File: src/rtl/serial_alu_seq_pkg.sv
// Shared definitions for the bit-serial ALU sequencer: opcodes, FSM states
// and opcode classification helpers.
package serial_alu_seq_pkg;

  localparam logic [3:0] OP_ADD  = 4'h0;
  localparam logic [3:0] OP_ADDC = 4'h1;
  localparam logic [3:0] OP_XOR  = 4'h2;

  typedef enum logic [1:0] {
    SEQ_IDLE = 2'd0,
    SEQ_RUN  = 2'd1,
    SEQ_DONE = 2'd2
  } seq_state_t;

  function automatic logic op_legal(input logic [3:0] op);
    return (op == OP_ADD) || (op == OP_ADDC) || (op == OP_XOR);
  endfunction

  // ADD and ADDC produce a carry; XOR leaves the carry flag alone.
  function automatic logic op_is_arith(input logic [3:0] op);
    return (op == OP_ADD) || (op == OP_ADDC);
  endfunction

endpackage

File: src/rtl/serial_alu_seq_alu.sv
// 1-bit ALU slice: full adder for ADD/ADDC, plain XOR otherwise.
module serial_alu_seq_alu
  import serial_alu_seq_pkg::*;
(
  input  logic       op_a,
  input  logic       op_b,
  input  logic       cin,
  input  logic [3:0] opcode,
  output logic       result,
  output logic       cout
);

  always_comb begin
    result = 1'b0;
    cout   = 1'b0;
    case (opcode)
      OP_ADD, OP_ADDC: begin
        result = op_a ^ op_b ^ cin;
        cout   = (op_a & op_b) | (op_a & cin) | (op_b & cin);
      end
      OP_XOR: begin
        result = op_a ^ op_b;
      end
      default: begin
        result = 1'b0;
        cout   = 1'b0;
      end
    endcase
  end

endmodule

File: src/rtl/serial_alu_seq.sv
// Bit-serial WIDTH-bit ADD/ADDC/XOR sequencer, LSB first, one bit per clock.
// Optional zero/ovf flag outputs are enabled by defining SERIAL_ALU_FLAGS_EN.
module serial_alu_seq
  import serial_alu_seq_pkg::*;
#(
  parameter int WIDTH = 8
) (
  input  logic             clk,
  input  logic             rst_n,
  input  logic             start,
  input  logic [3:0]       opcode,
  input  logic [WIDTH-1:0] a,
  input  logic [WIDTH-1:0] b,
  output logic             ready,
  output logic             done,
  output logic [WIDTH-1:0] result,
  output logic             carry,
`ifdef SERIAL_ALU_FLAGS_EN
  output logic             zero,
  output logic             ovf,
`endif
  output logic             illegal
);

  localparam int CNT_W = (WIDTH > 1) ? $clog2(WIDTH) : 1;

  seq_state_t       state_reg, state_next;
  logic [WIDTH-1:0] a_sh_reg, b_sh_reg, r_sh_reg, r_sh_next;
  logic [WIDTH-1:0] result_reg;
  logic [3:0]       op_reg;
  logic [CNT_W-1:0] cnt_reg;
  logic             cbit_reg;
  logic             carry_reg;
  logic             illegal_reg;
  logic             alu_res, alu_cout;
  logic             can_start, accept, illegal_start, last_bit;

  assign can_start     = (state_reg != SEQ_RUN);
  assign accept        = start && can_start && op_legal(opcode);
  assign illegal_start = start && can_start && !op_legal(opcode);
  assign last_bit      = (cnt_reg == CNT_W'(WIDTH - 1));

  serial_alu_seq_alu u_alu (
    .op_a   (a_sh_reg[0]),
    .op_b   (b_sh_reg[0]),
    .cin    (cbit_reg),
    .opcode (op_reg),
    .result (alu_res),
    .cout   (alu_cout)
  );

  // New result bits enter at the MSB so the LSB-first stream lands in place.
  generate
    if (WIDTH == 1) begin : g_r_narrow
      assign r_sh_next = alu_res;
    end else begin : g_r_wide
      assign r_sh_next = {alu_res, r_sh_reg[WIDTH-1:1]};
    end
  endgenerate

  always_ff @(posedge clk or negedge rst_n) begin
    if (!rst_n) state_reg <= SEQ_IDLE;
    else        state_reg <= state_next;
  end

  always_comb begin
    state_next = state_reg;
    case (state_reg)
      SEQ_IDLE: state_next = accept ? SEQ_RUN : SEQ_IDLE;
      SEQ_RUN:  state_next = last_bit ? SEQ_DONE : SEQ_RUN;
      SEQ_DONE: state_next = accept ? SEQ_RUN : SEQ_IDLE;
      default:  state_next = SEQ_IDLE;
    endcase
  end

  always_comb begin
    ready = (state_reg == SEQ_IDLE) || (state_reg == SEQ_DONE);
    done  = (state_reg == SEQ_DONE);
  end

  always_ff @(posedge clk or negedge rst_n) begin
    if (!rst_n) begin
      a_sh_reg    <= '0;
      b_sh_reg    <= '0;
      r_sh_reg    <= '0;
      result_reg  <= '0;
      op_reg      <= OP_ADD;
      cnt_reg     <= '0;
      cbit_reg    <= 1'b0;
      carry_reg   <= 1'b0;
      illegal_reg <= 1'b0;
    end else begin
      illegal_reg <= illegal_start;
      if (accept) begin
        a_sh_reg <= a;
        b_sh_reg <= b;
        op_reg   <= opcode;
        cnt_reg  <= '0;
        cbit_reg <= (opcode == OP_ADDC) ? carry_reg : 1'b0;
      end else if (state_reg == SEQ_RUN) begin
        a_sh_reg <= a_sh_reg >> 1;
        b_sh_reg <= b_sh_reg >> 1;
        r_sh_reg <= r_sh_next;
        cbit_reg <= alu_cout;
        if (!last_bit) cnt_reg <= cnt_reg + CNT_W'(1);
        if (last_bit) begin
          result_reg <= r_sh_next;
          if (op_is_arith(op_reg)) carry_reg <= alu_cout;
        end
      end
    end
  end

`ifdef SERIAL_ALU_FLAGS_EN
  logic zero_reg, ovf_reg;

  // On the last bit the operand shifters hold the original MSBs in bit 0.
  always_ff @(posedge clk or negedge rst_n) begin
    if (!rst_n) begin
      zero_reg <= 1'b0;
      ovf_reg  <= 1'b0;
    end else if (!accept && (state_reg == SEQ_RUN) && last_bit) begin
      zero_reg <= (r_sh_next == '0);
      ovf_reg  <= op_is_arith(op_reg) && (a_sh_reg[0] == b_sh_reg[0]) &&
                  (alu_res != a_sh_reg[0]);
    end
  end

  assign zero = zero_reg;
  assign ovf  = ovf_reg;
`endif

  assign result  = result_reg;
  assign carry   = carry_reg;
  assign illegal = illegal_reg;

endmodule
File: config.mk
export PLATFORM = sky130hd
export DESIGN_NAME = serial_alu_seq
export DESIGN_NICKNAME = d
export VERILOG_FILES = /design/src/rtl/serial_alu_seq_pkg.sv /design/src/rtl/serial_alu_seq_alu.sv /design/src/rtl/serial_alu_seq.sv
export SDC_FILE = /design/constraint.sdc
export NUM_CORES = 1
export LEC_CHECK = 0
export ABC_AREA = 1
export CORE_MARGIN = 4
export CORE_UTILIZATION = 55
export DETAILED_ROUTE_END_ITERATION = 16
export GPL_TIMING_DRIVEN = 0
export PLACE_DENSITY = 0.83
export RECOVER_POWER = 100
export SLEW_MARGIN = 20
export SYNTH_ARGS = -nofsm -noshare
export SYNTH_HDL_FRONTEND = slang
export SYNTH_SLANG_ARGS = --single-unit
File: constraint.sdc
create_clock -name clk -period 3.4 [get_ports clk]
set_clock_uncertainty 0.15 [all_clocks]
set_input_delay 0.51 -clock clk [delete_from_list [all_inputs] [get_ports clk]]
set_output_delay 0.51 -clock clk [all_outputs]
set_load 0.05 [all_outputs]
Word-level counts from Yosys, hierarchy flattened
Cells that the tools add are included.
Widths: inputs -> output; s select.

operators by class
  $add $sub $neg = 1
  $mul = 0
  divide/modulo/power cells = 0
  order comparisons = 0
  equal/unequal tests = 9
  shift-type cells = 0
  muxes and demuxes = 15
  bitwise logic cells = 8
  reductions and logical operators = 18

operators by type and width
  operator             number
  $mux 8               4
  $mux 3               3
  $eq 4x1->1 const B   2
  $eq 4x2->1 const B   2
  $logic_not 4->1      2
  $mux 1               5
  $logic_or 1x1->1     4
  $pmux 2 s2           1
  $reduce_and 2->1     2
  $reduce_and 4->1     1
  $reduce_or 2->1      2
  $add 3x1->3 const B  1
  $and 1x1->1          3
  $eq 3x3->1 const B   1
  $logic_and 1x1->1    3
  $reduce_and 3->1     1
  $eq 2x1->1 const B   1
  $eq 2x2->1 const B   1
  $logic_not 2->1      1
  $mux 2               1
  $ne 2x1->1 const B   1
  $ne 2x2->1 const B   1
  $or 1x1->1           2
  $pmux 1 s2           1
  other kinds (4)      5

storage, ports and cells
  register bits = 44
  latch bits = 0
  bits in writable memories = 0
  ROM bits = 0
  input bits = 23
  output and inout bits = 12
  memories = 0

Logic depth before layout (Yosys ltp)
Gate-level depths: netlist of run 1.

  depth in word-level cells = 6
  depth in mapped cells = 9
  gate-level depth less buffers = 8

Hierarchy
From an unflattened synthesis of run 1, not the netlist that was laid out.

unflattened totals
  cells, all modules = 213
  area total of the unflattened synthesis = 1955.6 um^2

modules (own cells, without submodules)
  module              times used  cells an instance  area each (um^2)  sequential area each (um^2)
  serial_alu_seq      1           199                1874.3            1076.0
  serial_alu_seq_alu  1           14                 81.3              0.0

Worst setup path before layout of run 1
Ideal clock, no wire load.

  kind = reg2out
  start point = register state_reg[0]
  end point = output done
  data arrival time = 1071 ps
  required time = 2740 ps
  setup slack = 1669 ps
  stages on the path, launching flop included = 2
  path buffers = 0
  cell sequence = dfrtp_1 -> nor2_1

between the ends
  word-level cells in the longest chain between the ends = 1

RTL lines
  element                   RTL line              text
  start: declaration        serial_alu_seq.sv:27  seq_state_t state_reg, state_next;
  start signal: assignment  serial_alu_seq.sv:63  else state_reg <= state_next;
  $eq 2x2->1                serial_alu_seq.sv:78  done = (state_reg == SEQ_DONE);
  end: declaration          serial_alu_seq.sv:15  output logic done,

Every way passes these cells.

Final worst setup path of run 1
  start point = input opcode[3]
  end point = register a_sh_reg[5]

between the ends
  word-level cells in the longest chain between the ends = 5
  elaborated cells between the ends (all ways) = 8
  those cells by class = eq/ne: 2; mux: 1; reduce/logical: 5

RTL lines
  element                                               RTL line                  text
  start: declaration                                    serial_alu_seq.sv:11      input logic [3:0] opcode,
  $eq 4x1->1 / $logic_not 4->1 (equally long branches)  serial_alu_seq_pkg.sv:16  return (op == OP_ADD) || (op == OP_ADDC) || (op == OP_XOR);
  $logic_or 1x1->1                                      serial_alu_seq_pkg.sv:16
  $logic_or 1x1->1 *                                    serial_alu_seq_pkg.sv:16
  $logic_and 1x1->1 *                                   serial_alu_seq.sv:39      assign accept = start && can_start && op_legal(opcode);
  $mux 8 / $reduce_bool 2->1 (equally long branches)    n/a
  end signal: assignment                                serial_alu_seq.sv:101     a_sh_reg <= a_sh_reg >> 1;
  end: declaration                                      serial_alu_seq.sv:28      logic [WIDTH-1:0] a_sh_reg, b_sh_reg, r_sh_reg, r_sh_next;

Mark *: on every way between the ends. The rest lies on a longest branch, timed or not.
A chain may end at the register's enable or synchronous reset.

==> results of run 1 <==
==> cells by family after synthesis <==
family | Yosys count | synth area share
compound gates | 47 | 0.1475
buf+inv | 38 | 0.08201
xor+xnor | 1 | 0.004630
flops | 43 | 0.5688
simple gates | 76 | 0.1667
fa+ha+maj | 4 | 0.03043
==> path summary, 6_finish.rpt <==
check	startpoint	to	slack, ns	cells after the start
worst max-delay path	opcode[3]	a_sh_reg[5]	0.94	8
worst min-delay path	result[1]	result[1]	0.34	2
worst max register to register	state_reg[0]	a_sh_reg[5]	1.22	7
worst min register to register	result[1]	result[1]	0.34	2
max in group asynchronous	rst_n	cnt_reg[2]	1.64	2
min in group asynchronous	rst_n	b_sh_reg[2]	0.75	2
==> worst reg2reg max path, stage by stage (launching register included) <==
cell,delay [ns]
dfrtp_1,0.44
nand2_1,0.18
nand2_2,0.07
nor2_1,0.34
nor2_1,0.19
inv_1,0.14
clkbuf_1,0.37
o21ai_0,0.16
==> area by class of cell <==
class	instances	area [µm²]	share of cell area
multi-input combinational	128	605.6	0.2606
clock buffer	8	68.82	0.02962
sequential	43	1076	0.4631
buffer	6	23.77	0.01023
timing repair buffer	36	371.6	0.1599
tap	46	57.56	0.02477
inverter	32	120.1	0.05170
==> placed cells by master (no fill, tap or decap) <==
master            n
nand2_1          50
dfrtp_1          43
inv_1            32
o21ai_0          29
nor2_1           23
clkdlybuf4s50_1  20
dlygate4sd3_1    14
a21oi_1          13
clkbuf_1          7
clkbuf_4          5
a22oi_1           4
ha_1              3
nand3_1           2
clkbuf_8          2
nand2_2           1
buf_2             1
xor2_1            1
o21ai_2           1
fa_1              1
buf_16            1
==> per-stage QoR <==
step / cell area (µm²) / worst slack [ns]
final: 2323 / 0.9407
after global routing: 2323 / 0.6709
after CTS: 2391 / 0.9895
after detailed placement: 2312 / 1.280
after global placement: 2290 / 0.5728
after floorplan: 1892 / 1.669
==> metal layers <==
layer / vias to the layer above / track usage
met3: 6 / 0.05734
met1: 727 / 0.2467
li1: 732 / -
met5: - / 0
met2: 33 / 0.3119
met4: 0 / 0.04822
==> power breakdown <==
group | internal (mW) | switching [mW] | leakage, nW | total, mW
clock network | 0.122 | 0.158 | 0.0386 | 0.280
logic | 0.239 | 0.497 | 0.531 | 0.736
registers | 0.688 | 0.0938 | 0.570 | 0.782
total | 1.05 | 0.748 | 1.14 | 1.80
==> reports/metrics.yaml, run 1 <==
logic_synthesis:
  synthArstFlopShare: 1.000
  ys_types: 18
  synth_common_cells: "nand2_1 (49), dfrtp_1 (43), inv_1 (30), o21ai_0 (21), nor2_1 (20)"
  synth_ff_type: "dfrtp_1"
  yosys.area.top_type: "dfrtp_1"
  ys_ff_latch: 43
  yosys_warnings: 0
  netlist_area_um2: 1892
  synth_most_common_cell: "nand2_1"
  synth_area_leaders: "dfrtp_1 (57%), nand2_1 (9.7%), inv_1 (6.0%)"
  synth_edf_count: 0
  synthesis.nets: 236
  syn_inst: 209
  ys_seq_area_frac: 0.5688
  synth_top_area_share: 0.5688
  avgSynthCellArea_um2: 9.052
outcome:
  outcome: "complete, no violations"
timing:
  hold_viol: 0
  rsz0062_at_grt: "false"
  finalCriticalPeriod_ns: 2.459
  worst_pin_slew_ns: 1.176
  relSlewSlack: 0.2159
  max_clock_freq_ghz: 0.4066
  min_period_over_period: 0.7233
  drv_slew: 0
  fin_setup_tns_ns: 0
  setup_violations: 0
  timing.hold.ws_ns: 0.3427
worst_setup_path:
  critPathCaptureType: "flip-flop"
  worstPathRequired_ns: 3.46
  cp.arrival_ns: 2.52
  crit_family: "buffers and inverters"
  cpMaxStageDelayCell: "dlygate4sd3_1"
  cp-start-kind: "input pin"
  crit_fanout: 10
  max_stage_delay_ns: 0.53
  cp_cell_sequence: "dlygate4sd3_1 -> nor2_1 -> nand2_1 -> nor2_1 -> nor2_1 -> inv_1 -> clkbuf_1 -> o21ai_0"
  worstSetupPathType: "input pin to flip-flop"
  path_buf_inv: 3
  crit_top_cell: "nor2_1"
route:
  top_layer: "met4"
  drt_iter0_markers: 111
  wl_met2_mm: 1.970
  vias: 1498
  drt_pass1_iterations: 4
  vias_per_cell: 5.010
  drc_errors: 0
  wirelength_mm: 3.839
  drt-met1-wl_mm: 1.647
  wl_per_cell_um: 12.84
  ant_nets: 0
  wl_met3_um: 167
worst_hold_path:
  hold_class: "flip-flop to flip-flop"
floorplanning:
  design.core.area_um2: 3337
  fp.dieW_um: 66.65
  die_y_um: 66.65
  ios: 35
  start_util: 0.5669
  dieArea_um2: 4442
  rows: 21
finish:
  area_delta_synth_final_pct: 22.82
  fin_nets: 279
  fin_util: 0.6963
  fill_cells: 298
  layout-drive-gt1-share: 0.04348
  instances_no_fill: 299
  n_antenna_cell: 0
power_and_ir_drop:
  total_power_mw: 1.798
  leakage_nw: 1.140
  power_density_nw_per_um2: 773.7
  ir_drop_mv: 0.4136
clock_network:
  cts_buffers: 5
  post_cts_resized: 0
  htree_levels: 2
  cts.sink_count: 43
  clock_latency_ns: 0.35
  post_cts_buffers: 0
  clk_path_buf_depth: 2
  cts_hold_buffers: 1
  root_buffer: "clkbuf_4"
  clk_pin_slew_ns: 0.12
  tritoncts: "done"
global_routing:
  grt_usage: 0.1905
  antenna_found_initial: 0
  grt_pass1_vias: 1444
  grt_max_degree: 25
  grt_pass1_wl_mm: 6.313
  grt_remaining_overflow: 0
placed_design:
  dp_hpwl_mm: 2.847
  port_buffers: 34
  place_inst: 290
  gp_congestion: 0.7949
run:
  max-cap-violations: 0
Note: power is estimated with default switching activity, not from simulation.
==> run 2: changes to the inputs <==
CORE_UTILIZATION = 51   (was 55)
PLACE_DENSITY = 0.78   (was 0.83)
clock period = 2.35 ns   (was 3.4 ns; I/O delays follow)
==> run 2 against run 1 <==
- die area up 6.9%
- sequential cell count unchanged
- worst setup slack got worse by 0.76 ns
- hold slack got worse by 0.016 ns
- final cell count unchanged
- register-to-register slack worse by 0.81 ns
- largest power group unchanged
- highest routed layer unchanged
==> reports/metrics.yaml, run 2 (synthesis results as in run 1) <==
outcome:
  outcome: "complete, no violations"
route:
  drt_pass1_iterations: 4  # unchanged
  ant_nets: 0  # unchanged
  drc_errors: 0  # unchanged
  wl_per_cell_um: 12.69  # -1.1%
  wirelength_mm: 3.795  # -1.1%
  drt_iter0_markers: 90  # -19%
  vias: 1453  # -3.0%
  vias_per_cell: 4.860  # -3.0%
placed_design:
  port_buffers: 34  # unchanged
  dp_hpwl_mm: 2.828  # -0.65%
  gp_congestion: 0.8030  # +1.0%
clock_network:
  htree_levels: 2  # unchanged
  cts_buffers: 5  # unchanged
  clock_latency_ns: 0.29  # -0.06 ns
  clk_path_buf_depth: 2  # unchanged
  tritoncts: "done"
  cts.sink_count: 43  # unchanged
  root_buffer: "clkbuf_8"
  post_cts_resized: 0  # unchanged
  clk_pin_slew_ns: 0.08  # -0.04 ns
power_and_ir_drop:
  ir_drop_mv: 0.6915  # +67%
  leakage_nw: 1.164  # +2.1%
  power_density_nw_per_um2: 1170  # +51%
finish:
  ff_latch_area_um2: 1076  # unchanged
  fill_cells: 303  # +1.7%
  fin_nets: 279  # unchanged
  layout-drive-gt1-share: 0.05138  # +0.007905
  fin_util: 0.6861  # -0.01014
  final_common_cell: "nand2_1"
  multi_input_area_um2: 605.6  # unchanged
  n_antenna_cell: 0  # unchanged
  final_cell_mix: "nand2_1 (50), dfrtp_1 (43), inv_1 (32)"
  area_delta_synth_final_pct: 25.79
floorplanning:
  fp.dieW_um: 68.91  # +3.4%
  ios: 35  # unchanged
  start_util: 0.5455  # -0.02147
  rows: 21  # unchanged
  design.core.area_um2: 3468  # +3.9%
  dieArea_um2: 4748  # +6.9%
  die_y_um: 68.91  # +3.4%
timing:
  rsz0062_at_grt: "false"
  finalCriticalPeriod_ns: 2.169
  worst_pin_slew_ns: 1.445  # +0.2684 ns
  max_clock_freq_ghz: 0.4611
  drv_slew: 0  # unchanged
  min_period_over_period: 0.9229
  relSlewSlack: 0.03700  # -0.1789
  setup_violations: 0  # unchanged
  hold_viol: 0  # unchanged
  fin_setup_tns_ns: 0  # unchanged
worst_setup_path:
  cp-start-kind: "flip-flop"
  critPathCaptureType: "output port"
  crit_fanout: 5  # -5
  r2r_slack_ns: 0.41  # -0.81 ns
  worstPathRequired_ns: 1.85  # -1.61 ns
  cp.arrival_ns: 1.67  # -0.85 ns
  worstSetupPathType: "flip-flop to output port"
run:
  max-cap-violations: 0  # unchanged
global_routing:
  grt_usage: 0.1886  # -0.001905
  grt_pass1_wl_mm: 6.561  # +3.9%
  antenna_found_initial: 0  # unchanged
  grt_max_degree: 27  # +8.0%
  grt_remaining_overflow: 0  # unchanged
  grt_pass1_vias: 1428  # -1.1%
worst_hold_path:
  hold_class: "flip-flop to flip-flop"
-- run 2: worst paths after layout --
path / startpoint / to / cells past startpoint
max: state_reg[0] / done / 2
min in group asynchronous: rst_n / a_sh_reg[3] / 2
min: result[0] / result[0] / 2
min reg2reg: result[0] / result[0] / 2
max reg2reg: state_reg[0] / a_sh_reg[0] / 6
max in group asynchronous: rst_n / illegal / 2
-- run 2: through the flow --
| step | cells | cell area, µm² | setup WS (ns) | power, mW | hold WS, ns |
|---|---|---|---|---|---|
| floorplan | 209 | 1892 | 0.7762 | 1.959 | -0.09309 |
| global route | 299 | 2380 | 0.06908 | 3.014 | 0.3531 |
| global placement | 289 | 2290 | -0.3268 | 2.282 | 0.3056 |
| detailed placement | 290 | 2312 | 0.3777 | 2.324 | 0.2425 |
| finish | 299 | 2380 | 0.1811 | 2.784 | 0.3270 |
| CTS | 299 | 2440 | 0.1454 | 2.924 | 0.3309 |
-- run 2: report_power, final --
group / leakage, nW / switching [mW] / total (mW) / internal, mW
sequential: 0.570 / 0.133 / 1.13 / 0.997
clock: 0.0612 / 0.246 / 0.590 / 0.344
combinational: 0.532 / 0.706 / 1.06 / 0.357
total: 1.16 / 1.09 / 2.78 / 1.70
-- run 2: critical path, stage by stage (launching register included) --
cell and delay [ns]:
dfrtp_1 0.43, nor2_1 0.14, clkdlybuf4s50_1 0.81
-- run 2: layout make-up --
cell class,count,share of cell area
clock inverter,2,0.01472
sequential,43,0.4522
inverter,32,0.05047
clock buffer,6,0.03470
multi-input combinational,128,0.2545
tap,46,0.02419
buffer,6,0.01314
timing repair buffer,36,0.1562
-- run 2: per-layer routing --
layer	up-vias	global-route usage	part of all wire
met2	30	0.2988	0.49
met3	4	0.04376	0.041
met1	685	0.2508	0.45
met4	0	0.07299	0.014
met5	-	0	0
li1	734	-	-
-- run 2: timing repair --
item	4_1_cts	5_1_grt
endpoints found under the hold margin	25	0
hold buffers	1	0
buffers inserted	0	0
==> run 3: changes to the inputs <==
CAP_MARGIN = 20   (was unset)
==> results of run 3 <==
Same layout as run 2: the final DEF is identical, and so are final timing and power.
==> variant 1: new RTL, config.mk and constraints of run 2 <==
Change the parameter `WIDTH` from 8 to 32.
--- a/src/rtl/serial_alu_seq.sv
+++ b/src/rtl/serial_alu_seq.sv
@@ -3,7 +3,7 @@
 module serial_alu_seq
   import serial_alu_seq_pkg::*;
 #(
-  parameter int WIDTH = 8
+  parameter int WIDTH = 32
 ) (
   input  logic             clk,
   input  logic             rst_n,
Interface: changed (resized a, b and result); port bits go from 35 to 107. The function was not compared with the original's and may differ.
==> variant 1 against run 2 <==
Worst setup slack got worse by 0.072 ns. Non-clock buffer count increased by 99. Critical path depth unchanged. Routed wire length increased to 3.4 times the old value. Via count increased to 3.3 times the old value. Area after synthesis increased to 3.1 times the old value. Cell area increased to 3.3 times the old value. Combinational power increased by 110%. Sequential cell count increased by 98. Total power increased to 3.0 times the old value. Register-to-register slack got worse by 0.16 ns. Fmax decreased by 3.2%. Highest routed layer unchanged.
==> variant 1: results (changes against run 2) <==
metric	value	unit	change
Slew headroom	2.14	%	-1.6 points
routability cong.	0.814		+1.3%
Final #Nets	861		+210%
total track usage	20.6	%	+1.7 points
Yosys cell types	23		+5
CTS root buf	clkbuf_16		
fill count	909		+200%
leakage	0.00364	uW	+210%
status	completed		
clock-pin slew on the worst setup and hold paths	0.05	ns	-0.03 ns
Int Power	5550	uW	+230%
H-tree depth	4		+2
fraction of layout cells with a size suffix above 1	6.38	%	+1.2 points
WL final	12800	um	+240%
crit-path max cell delay	0.79	ns	-0.02 ns
vias	4741		+230%
Worst-Skew Late Latency	0.42	ns	+0.13 ns
critical path arrival	1.74	ns	+0.07 ns
drt first pass iters	5		+1
Syn Nets	734		+210%
DPL Wire Length	9150	um	+220%
Placed Area	0.00721	mm^2	+210%
Seq/Total Area, Yosys	59.5	%	+2.6 points
Commonest cells post-synth	dfrtp_1, nand2_1, inv_1		
largest net degree at the start of global routing	78		+190%
peak supply drop	0.755	mV	+9.2%
variant 1: cell count changes after synthesis, sizes merged, moves of 14 or more:
cell   delta
dfrtp    +98
o21ai    +91
inv      +69
nand2    +67
nor2     +46
a21oi    +44
buf      +14
variant 1: power by group through the flow:
stage               clock network (uW)  registers [uW]  logic (uW)
floorplan                            0            3350        1690
global placement                     0            3340        2300
detailed placement                   0            3370        2420
CTS                               2670            3330        2440
global route                      2800            3390        2650
finish                            2620            3330        2270
variant 1: path summary, 6_finish.rpt:
check / slack, ns / to / startpoint / cells after the start
min in group asynchronous: 0.67 / a_sh_reg[14] / rst_n / 2
max in group asynchronous: 0.34 / b_sh_reg[9] / rst_n / 3
max: 0.11 / ready / state_reg[0] / 2
min reg2reg: 0.33 / result[7] / result[7] / 2
max reg2reg: 0.25 / a_sh_reg[21] / state_reg[0] / 7
min: 0.33 / result[7] / result[7] / 2
variant 1: kinds of logic after synthesis:
| kind of cell | share of synthesized area (%) |
|---|---|
| and+or+nand+nor | 13.3 |
| AOI/OAI and AO/OA | 15.9 |
| DFF | 59.5 |
| buffers and inverters | 10.4 |
| adders and majority gates | 0.970 |
variant 1: routing by layer:
metal | routed length [um] | track usage [%] | up-vias
met5 | 0 | 0 | -
met2 | 6270 | 32.6 | 102
met4 | 248 | 9.67 | 0
met1 | 5620 | 26.7 | 2281
met3 | 625 | 5.17 | 23
li1 | - | - | 2335
variant 1: layout make-up:
| type | instances | share of cell area [%] |
|---|---|---|
| inverter | 101 | 4.93 |
| clock buffer | 26 | 6.44 |
| buffer | 33 | 2.83 |
| sequential | 141 | 45.5 |
| clock inverter | 6 | 1.07 |
| tap | 143 | 2.31 |
| timing repair buffer | 108 | 14.0 |
| multi-input combinational | 384 | 22.8 |
variant 1: stage by stage:
stage	cells	utilization (%)	setup slack, ns
after floorplan	659	-	0.526
after global placement	908	62.8	-4.56
after detailed placement	909	63.1	0.264
after CTS	942	68.3	0.0148
after global routing	942	67.8	0.0350
final	942	67.8	0.109
variant 1: what timing repair did:
action,CTS,global route
gates resized for setup,0,1
hold buffers,1,0
endpoints found under the setup margin,0,1
hold endpoints to repair,64,0
variant 1: worst max-delay path, delay by kind of cell, from the launching register on:
family | cells | cell delay, ns
buffers and inverters | 2 | 0.87
DFF | 1 | 0.45
==> variant 2: new RTL, config.mk and constraints of run 2 <==
Without the edit above. Encoding of `seq_state_t`: now one-hot (3 bits for 3 states).
--- a/src/rtl/serial_alu_seq_pkg.sv
+++ b/src/rtl/serial_alu_seq_pkg.sv
@@ -6,10 +6,10 @@
   localparam logic [3:0] OP_ADDC = 4'h1;
   localparam logic [3:0] OP_XOR  = 4'h2;
 
-  typedef enum logic [1:0] {
-    SEQ_IDLE = 2'd0,
-    SEQ_RUN  = 2'd1,
-    SEQ_DONE = 2'd2
+  typedef enum logic [2:0] {
+    SEQ_IDLE = 3'b001,
+    SEQ_RUN  = 3'b010,
+    SEQ_DONE = 3'b100
   } seq_state_t;
 
   function automatic logic op_legal(input logic [3:0] op);
Check against the original RTL: same outputs for any inputs over 10 cycles, from zero or initial values and one cycle with rst_n low; not proved beyond that.
==> variant 2 against run 2 <==
Sequential cell count up 1. Critical path depth rose by 3. Fmax is 0.12% higher. Routed wire length is 1.8% higher. Area after synthesis increased by 5.0%. Cell area up 2.1%. Sequential share of layout area rose by 0.17 points. Synthesized cell count is 5.3% higher. Worst setup slack better by 0.0025 ns. Die area up 4.4%. Via count up 6.2%.
Power is not compared: it rests on default switching activity, and its combinational part moved more than twofold at a synthesized area within 25%.
==> variant 2: results (changes against run 2) <==
metric	value	unit	change
DPL Wire Length	2880	um	+1.8%
Worst Hold Launch	op_reg[0]		
worst hold margin	0.329	ns	+0.00204 ns
# placed instances	303		+4.5%
status	completed		
ys async rst share	100	%	unchanged
main area contributors after synthesis	dfrtp_1, nand2_1, nand3_1		
R2R Path End	cbit_reg		
crit-path max cell delay	0.54	ns	-0.27 ns
CP Capture Point	ready		
Final Critical Period	2.17	ns	-0.00251 ns
WL final	3860	um	+1.8%
Commonest cells post-synth	nand2_1, dfrtp_1, nand3_1		
Slew @ Worst Pin	0.773	ns	-0.672 ns
crit-path max FO	3		-2
total track usage	17.3	%	-1.6 points
routability cong.	0.833		+3.7%
largest net degree at the start of global routing	31		+15%
DRT iter0 DRCs	49		-46%
fin cells	312		+4.3%
Yosys cell types	24		+6
Syn Nets	247		+4.7%
fraction of layout cells with a size suffix above 1	6.44	%	+1.3 points
Worst R2R Path Depth	7		+1
vias	1543		+6.2%
CP max-delay cell	dfstp_1		
synthesized area per cell	9.03	um^2	-0.29%
reg2reg setup slack	0.27	ns	-0.14 ns
worst r2r src	state_reg[0]		
-- variant 2: cell types whose count changed in the layout (fill, tap and decap cells not counted), moves of 10 or more --
cell / before / now
nand3_1: 2 / 31
nor2_1: 23 / 12
a21oi_1: 13 / 1
o21ai_0: 29 / 19
nand2_1: 50 / 71
inv_1: 32 / 21
-- variant 2: kinds of logic (layout without fill, tap and decap cells) --
family,Yosys count,count (layout),share of synthesized area [%]
simple gates,117,117,26.8
flops,44,44,55.5
buf+inv,30,74,7.75
compound gates,25,25,7.06
fa+ha+maj,4,4,2.90
-- variant 2: where the power goes --
| part | internal, uW | switching [uW] |
|---|---|---|
| Combinational | 99.0 | 110 |
| Sequential | 835 | 47.3 |
| Clock | 315 | 248 |
-- variant 2: layer usage --
layer  global-route usage, %  part of all wire [%]  vias to the layer above
li1                        -                     -                      783
met1                    20.4                    45                      722
met2                    30.1                    49                       31
met3                    4.32                   4.5                        7
met4                    6.38                   1.6                        0
met5                       0                     0                        -
-- variant 2: area by class of cell --
class,count,area [um^2]
fill,340,1290
clock buffer,6,72.6
sequential,44,1100
timing repair buffer,36,342
buffer,9,42.5
clock inverter,2,35.0
inverter,21,78.8
tap,48,60.1
multi-input combinational,146,696
-- variant 2: worst reg2reg max path, stage by stage (launching register included) --
cell and delay, ns:
dfstp_1 0.54, nor2_1 0.06, nand2_1 0.13, clkbuf_1 0.47, nand3_1 0.18, clkbuf_2 0.24, o21ai_0 0.15, a21oi_2 0.08
-- variant 2: what timing repair did --
item,in CTS,in global routing
gates resized for setup,1,1
setup buffers,0,0
endpoints found under the hold margin,13,0
setup endpoints to repair,1,1
hold buffers,1,0
